<file path="src/rtl/calc_pkg.sv">
// Shared constants for the push-button accumulator calculator: data width and ALU op codes.
package calc_pkg;

    localparam int unsigned CALC_WIDTH = 16;

    typedef enum logic [3:0] {
        ALUOP_ADD = 4'd0,
        ALUOP_SUB = 4'd1,
        ALUOP_AND = 4'd2,
        ALUOP_OR  = 4'd3,
        ALUOP_XOR = 4'd4,
        ALUOP_LT  = 4'd5,
        ALUOP_SLL = 4'd6,
        ALUOP_SRA = 4'd7
    } alu_op_e;

endpackage

</file>
<file path="src/rtl/alu.sv">
// Purely combinational 32-bit ALU with a zero flag.
module alu
    import calc_pkg::*;
(
    input  logic [31:0] i_op_a,
    input  logic [31:0] i_op_b,
    input  alu_op_e     i_alu_op,
    output logic [31:0] o_result,
    output logic        o_zero
);

    logic [4:0] w_shamt;

    assign w_shamt = i_op_b[4:0];

    always_comb begin
        o_result = '0;
        unique case (i_alu_op)
            ALUOP_ADD: o_result = i_op_a + i_op_b;
            ALUOP_SUB: o_result = i_op_a - i_op_b;
            ALUOP_AND: o_result = i_op_a & i_op_b;
            ALUOP_OR:  o_result = i_op_a | i_op_b;
            ALUOP_XOR: o_result = i_op_a ^ i_op_b;
            ALUOP_LT:  o_result = {31'd0, $signed(i_op_a) < $signed(i_op_b)};
            ALUOP_SLL: o_result = i_op_a << w_shamt;
            ALUOP_SRA: o_result = $unsigned($signed(i_op_a) >>> w_shamt);
            default:   o_result = '0;
        endcase
    end

    assign o_zero = (o_result == 32'd0);

endmodule

</file>
<file path="src/rtl/calc_accumulator.sv">
// Accumulator calculator: on each rising edge of btnd, acc <= ALU(acc, sw) with op from btnl/c/r.
module calc_accumulator
    import calc_pkg::*;
#(
    parameter int unsigned WIDTH = CALC_WIDTH
) (
    input  logic             clk,
    input  logic             btnu,
    input  logic             btnc,
    input  logic             btnl,
    input  logic             btnr,
    input  logic             btnd,
    input  logic [WIDTH-1:0] sw,
    output logic [WIDTH-1:0] led
);

    logic [WIDTH-1:0] r_acc;
    logic             r_btnd_q;

    logic [2:0]  w_op_sel;
    alu_op_e     w_alu_op;
    logic [31:0] w_op_a;
    logic [31:0] w_op_b;
    logic [31:0] w_result;
    logic        w_zero;
    logic        w_press;

    assign w_op_sel = {btnl, btnc, btnr};

    always_comb begin
        w_alu_op = ALUOP_ADD;
        unique case (w_op_sel)
            3'b000: w_alu_op = ALUOP_ADD;
            3'b001: w_alu_op = ALUOP_SUB;
            3'b010: w_alu_op = ALUOP_AND;
            3'b011: w_alu_op = ALUOP_OR;
            3'b100: w_alu_op = ALUOP_XOR;
            3'b101: w_alu_op = ALUOP_LT;
            3'b110: w_alu_op = ALUOP_SLL;
            3'b111: w_alu_op = ALUOP_SRA;
            default: w_alu_op = ALUOP_ADD;
        endcase
    end

    assign w_op_a = {{(32 - WIDTH){r_acc[WIDTH-1]}}, r_acc};
    assign w_op_b = {{(32 - WIDTH){sw[WIDTH-1]}}, sw};

    alu u_alu (
        .i_op_a   (w_op_a),
        .i_op_b   (w_op_b),
        .i_alu_op (w_alu_op),
        .o_result (w_result),
        .o_zero   (w_zero)
    );

    assign w_press = btnd && !r_btnd_q;

    // r_btnd_q clears on reset so a button held through reset release counts as a press.
    always_ff @(posedge clk) begin
        if (!btnu) begin
            r_acc    <= '0;
            r_btnd_q <= 1'b0;
        end else begin
            r_btnd_q <= btnd;
            if (w_press) begin
                r_acc <= w_result[WIDTH-1:0];
            end
        end
    end

    assign led = r_acc;

endmodule

</file>
<file path="config.mk">
export PLATFORM = sky130hd
export DESIGN_NAME = calc_accumulator
export DESIGN_NICKNAME = d
export VERILOG_FILES = /design/src/rtl/calc_pkg.sv /design/src/rtl/alu.sv /design/src/rtl/calc_accumulator.sv
export SDC_FILE = /design/constraint.sdc
export NUM_CORES = 1
export LEC_CHECK = 0
export CAP_MARGIN = 20
export CORE_ASPECT_RATIO = 2
export CORE_MARGIN = 2
export CORE_UTILIZATION = 35
export DETAILED_ROUTE_END_ITERATION = 6
export SLEW_MARGIN = 15
export SYNTH_ARGS = -nofsm -noshare
export SYNTH_HDL_FRONTEND = slang
export SYNTH_SLANG_ARGS = --single-unit
export TNS_END_PERCENT = 50
</file>
<file path="constraint.sdc">
create_clock -name clk -period 2.86 [get_ports clk]
set_clock_uncertainty 0.15 [all_clocks]
set_input_delay 0.429 -clock clk [delete_from_list [all_inputs] [get_ports clk]]
set_output_delay 0.429 -clock clk [all_outputs]
set_load 0.03 [all_outputs]
</file>
# ---- Word level (Yosys, flattened, before mapping)
# Memory sizes are Yosys's and may differ from the RTL's.
# Cells that the tools add are included.
dict set report classes {
  addsub 2
  n_bitwise 3
  magnitude_cmp 1
  mux 1
  shifts 2
  n_eq_ne 7
  n_reduce_logical 3
}
# operator count
set ops {}
lappend ops {{$pmux 16 s8} 1}
lappend ops {{$shl 32x5->16} 1}
lappend ops {{$add 16x16->16} 1}
lappend ops {{$and 16x16->16} 1}
lappend ops {{$eq 4x3->1 const B} 4}
lappend ops {{$lt 16x16->1} 1}
lappend ops {{$or 16x16->16} 1}
lappend ops {{$sshr 16x5->16} 1}
lappend ops {{$sub 16x16->16} 1}
lappend ops {{$xor 16x16->16} 1}
lappend ops {{$eq 4x2->1 const B} 2}
lappend ops {{$eq 4x1->1 const B} 1}
lappend ops {{$logic_not 4->1} 1}
lappend ops {{$logic_and 1x1->1} 1}
lappend ops {{$logic_not 1->1} 1}
dict set report word_totals {
  mem_bits_ro 24
  reg_bits 17
  in_bits 22
  memories 1
  out_inout_bits 16
  wordCells 22
}
# name words word_bits read_ports rd_ports_with_merged_regs wr line_no
set memory_table {}
lappend memory_table {{(name not given)} 8 3 1 0 0 calc_accumulator.sv:32} ;# unique case (w_op_sel)

# ---- Depth between registers and ports, before layout
# An unclocked memory read counts as a cell.
dict set report depth {
  depth_word 3
  depth_mapped 12
}

# ---- Modules after synthesis
# From an unflattened synthesis, not the netlist that was laid out.
dict set report hier_totals {
  cells_unflattened 1464
  hier_area_um2 10603.9
}
# module cells_each area_each_um2 instances
set by_module_without_submodules {}
lappend by_module_without_submodules {alu 1390 9907.0 1}
lappend by_module_without_submodules {calc_accumulator 74 696.9 1}

# ---- Worst setup path after synthesis
# No wires, ideal clock.
dict set report synth_timing {
  path_kind {input port to flip-flop}
  from {input sw[2]}
  to {register r_acc[7] (netlist: led[7])}
  slack_ns -0.273
  setup_time_ns 0.059
  t_arrival_ns 2.923
  path_stages 11
  path_cell_list {buf_2 inv_1 clkbuf_1 ha_1 buf_6 or4_1 a31o_2 xnor2_1 or3_1 a21oi_1 o221a_2}
}
dict set report synth_between {
  elab_chain_cells 2
}
# element line_no
set synth_rtl {}
lappend synth_rtl {{start, declared} calc_accumulator.sv:13} ;# input logic [WIDTH-1:0] sw,
lappend synth_rtl {{$sub 16x16->16, or another cell as far along} alu.sv:20} ;# ALUOP_SUB: o_result = i_op_a - i_op_b;
lappend synth_rtl {{$pmux 16 s8 (*)} alu.sv:18} ;# unique case (i_alu_op)
lappend synth_rtl {{end signal, assigned} calc_accumulator.sv:66} ;# r_acc <= w_result[WIDTH-1:0];
lappend synth_rtl {{end, declared} calc_accumulator.sv:17} ;# logic [WIDTH-1:0] r_acc;
# Mark *: on every way between the ends. The rest lies on a longest branch, timed or not.
# A chain may end at the register's enable or synchronous reset.

# ---- Final worst setup path
dict set report layout_timing {
  from {register r_acc[0] (netlist: led[0])}
  to {register r_acc[14] (netlist: led[14])}
}
dict set report layout_between {
  elab_chain_cells 2
}
# element line_no
set layout_rtl {}
lappend layout_rtl {{$sub 16x16->16, or another cell as far along} alu.sv:20}
lappend layout_rtl {{$pmux 16 s8 (*)} alu.sv:18}
# Marks and branches as above.

==> results.md <==
- Clock share of power: 0.156
- Num CTS Buffers: 3
- Register area share after synthesis: 0.07296
- Worst slack at placement: -0.4244 ns
- Via count: 5735
- Pin count of the biggest net entering global routing: 28
- Port buffer count: 37
- Yosys top cell by area: ha_1
- Sequential Power Share: 0.150
- Layout cell share with drive strength beyond 1: 0.2852
- Max Fclk: 0.3598 GHz
- DRT iter0 DRCs: 397
- Main combinational cell family by area after synthesis: compound AO/OA/AOI/OAI gates
- Syn avg cell area: 7.439 um2
- Die Y: 167.3 um
- Root buffer cell: clkbuf_16
- DR pass1 iterations: 5
- Site Rows: 59
- CTS Sinks: 17
- Routed Antenna Nets: 0
- GRT overflow: 0
- Post-synthesis compound-gate area fraction: 0.3227
- Ant. Diodes: 0
- Worst Hold Class: flop to flop
- Setup ws final: 0.08036 ns
- CTS tree: built
- Synth Area in Simple Gates: 0.1988
- Fillers: 1304
- Final worst path period need: 2.780 ns
- Final wirelength: 21.24 mm
- CP Launch Type: flop
- Core area: 0.01299 mm2
- Status: complete, no violations
- Leakage: 2.752 nW
- Clock latency on the worst-skew pair: 0.26 ns
- Number of max-cap violations: 0
- Slew of the pin with the lowest slew margin: 0.6779 ns
- TNS Setup: 0 ns
- CTS H-tree depth: 1
- Sw Ratio: 0.4581
- Min Hold Slack: 0.5004 ns
- Vias in the first global route: 5671
- Synthesized Nets: 703
- Overall Global Routing Usage: 0.2916
- Post-synth top area share: 0.1395
- Area of the multi-input gates: 0.004156 mm2
- Avg WL per Cell: 23.09 um
- Fin. Hold Viols: 0
- Cell total after placement: 916
- Die X: 85.63 um
- Final #Nets: 845
- Vias per cell: 6.234
- # DRC: 0
- Synthesized area: 0.004664 mm2
- Gpl congestion: 1.017
- Worst vdd ir: 0.2048 mV
- Mux cell area share after synthesis: 0.1526
- Slew headroom: 0.5364
- FF+latch area: 342.8 um2
- CP max FO: 3
- Setup CP Type: flop to flop
- Dpl hpwl: 17.09 mm
- CTS clk-pin slew, worst paths: 0.06 ns
- Pwr dens: 306.2 mW/mm2
- Critical Path RT: 2.90 ns
- Worst setup EP type: flop
- Synth Area in Adders: 0.1481
- Initial antenna violation count: 0
- Critical Path AT: 2.82 ns
- XOR/XNOR share of the synthesized area: 0.01690
- Count of different cell masters after synthesis: 77
- Slew Viols, Final: 0
- Starting Density: 0.3590
- P_int: 0.001065 W
- Most used DFF post-synth: dfxtp_1
- Yosys warns: 0
- Period utilization: 0.9719
- Die area: 0.01432 mm2
- Clk buf depth: 2
- Post-Synthesis Cells: 627
- FFs w/ async S/R, synth: 0
- Synth Register Bits: 17
- Comb pwr share: 0.694
- Post-synth EDFFs: 0
- First-pass GRT wire length: 32.20 mm
- Syn-to-layout area delta: 37.63%
- Top post-synthesis cells by area: ha_1, dfxtp_1, mux4_2, a21oi_1, o21ai_0
- Post-route insts no fill: 920
- Final Setup Violations: 0
- Ports: 38
- Switch Pwr: 0.0009006 W
==> routing by layer <==
layer  wire length (um)  vias to the layer above  global-route usage
met2              10810                      292              0.5149
met3                981                      110             0.01626
met4               1807                        0              0.2070
met5                  0                        -                   0
li1                   -                     2640                   -
met1               7641                     2693              0.3231
==> cell usage in the layout (no fill, tap or decap), types with 7 or more instances in the layout <==
cell type / Yosys / layout
mux4_1: 7 / 7
mux2i_1: 19 / 19
nor2_1: 62 / 62
nor3_1: 23 / 22
xnor2_1: 8 / 8
buf_4: 1 / 143
nand2_1: 37 / 37
dfxtp_1: 17 / 15
nand3_1: 10 / 10
a21oi_1: 51 / 49
inv_1: 42 / 38
a211oi_1: 14 / 9
clkdlybuf4s50_1: 0 / 33
nor2b_1: 10 / 10
ha_1: 52 / 46
o211ai_1: 8 / 8
mux4_2: 12 / 12
nand2b_1: 13 / 13
o21ai_0: 49 / 46
a31oi_1: 11 / 11
a22oi_1: 7 / 7
a21o_1: 7 / 7
==> through the flow <==
stage / utilization / cell area (um2) / total power (W)
CTS: 0.4805 / 6243 / 0.001888
finish: 0.4941 / 6420 / 0.001966
floorplan: - / 4703 / 0.001008
detailed placement: 0.4708 / 6117 / 0.001565
global placement: 0.4708 / 6117 / 0.001555
global route: 0.4941 / 6420 / 0.002071
==> layout make-up <==
class                   count  area share
multi-input cells         520      0.6474
flip-flops and latches     17     0.05340
clock buffers               4     0.01228
well taps                 152     0.02962
inverters                  44     0.02573
repair buffers            183      0.2315
==> power by group through the flow <==
stage / combinational, W / sequential (W) / clock, W
after global routing: 0.00145 / 0.000297 / 0.000319
after floorplan: 0.000666 / 0.000342 / 0
after global placement: 0.00126 / 0.000297 / 0
after CTS: 0.00129 / 0.000293 / 0.000308
final: 0.00136 / 0.000295 / 0.000307
after detailed placement: 0.00127 / 0.000298 / 0
==> cell usage after synthesis, drive strengths merged, types with 4 or more instances <==
cell type,count
o32ai,8
inv,44
ha,52
nor3,23
o221ai,5
a211oi,14
nor4,4
nor2,62
nand3,11
or3,6
nand2,37
a31oi,11
o21bai,4
a21oi,52
o21ai,50
dfxtp,17
clkbuf,21
o31ai,4
a2111oi,8
o211ai,8
and2,4
nand2b,13
and3,4
mux4,19
a21o,7
a22oi,7
nand4,4
buf,25
a221oi,7
xnor2,8
o22ai,5
nor2b,10
o21a,4
mux2i,19
mux2,6
==> timing repair <==
item	CTS	global route
setup endpoints to repair	9	13
gates resized for setup	9	37
hold buffers	0	0
setup buffers	0	0
pin swaps	2	9
cloned	0	0
==> logic make-up (layout without fill, tap and decap cells) <==
group,after synthesis,after routing
xor gates and xnor gates,9,9
DFF,17,17
and+or+nand+nor,190,190
muxes,44,44
adders and majority gates,54,54
AOI/OAI and AO/OA,223,223
buffers and inverters,90,231
==> sequential cells by signal, summed over array words and instances (netlist names) <==
signal,cells
led,16
r_btnd_q,1
==> final timing paths <==
path                            startpoint      end  slack, ns  depth (start not counted)
worst min register to register     led[12]  led[12]       0.50                          2
worst max-delay path                led[0]  led[14]       0.08                         11
worst max register to register      led[0]  led[14]       0.08                         11
worst min-delay path               led[12]  led[12]       0.50                          2
==> critical path: stages (launching register included) <==
cell and delay, ns:
dfxtp_1 0.38, inv_1 0.08, ha_1 0.21, fa_2 0.38, o21bai_4 0.17, a211oi_2 0.08, buf_4 0.14, a21oi_4 0.25
a211oi_4 0.11, o221a_2 0.28, or3b_1 0.35, a31oi_1 0.12
Note: power is estimated with default switching activity, not from simulation.
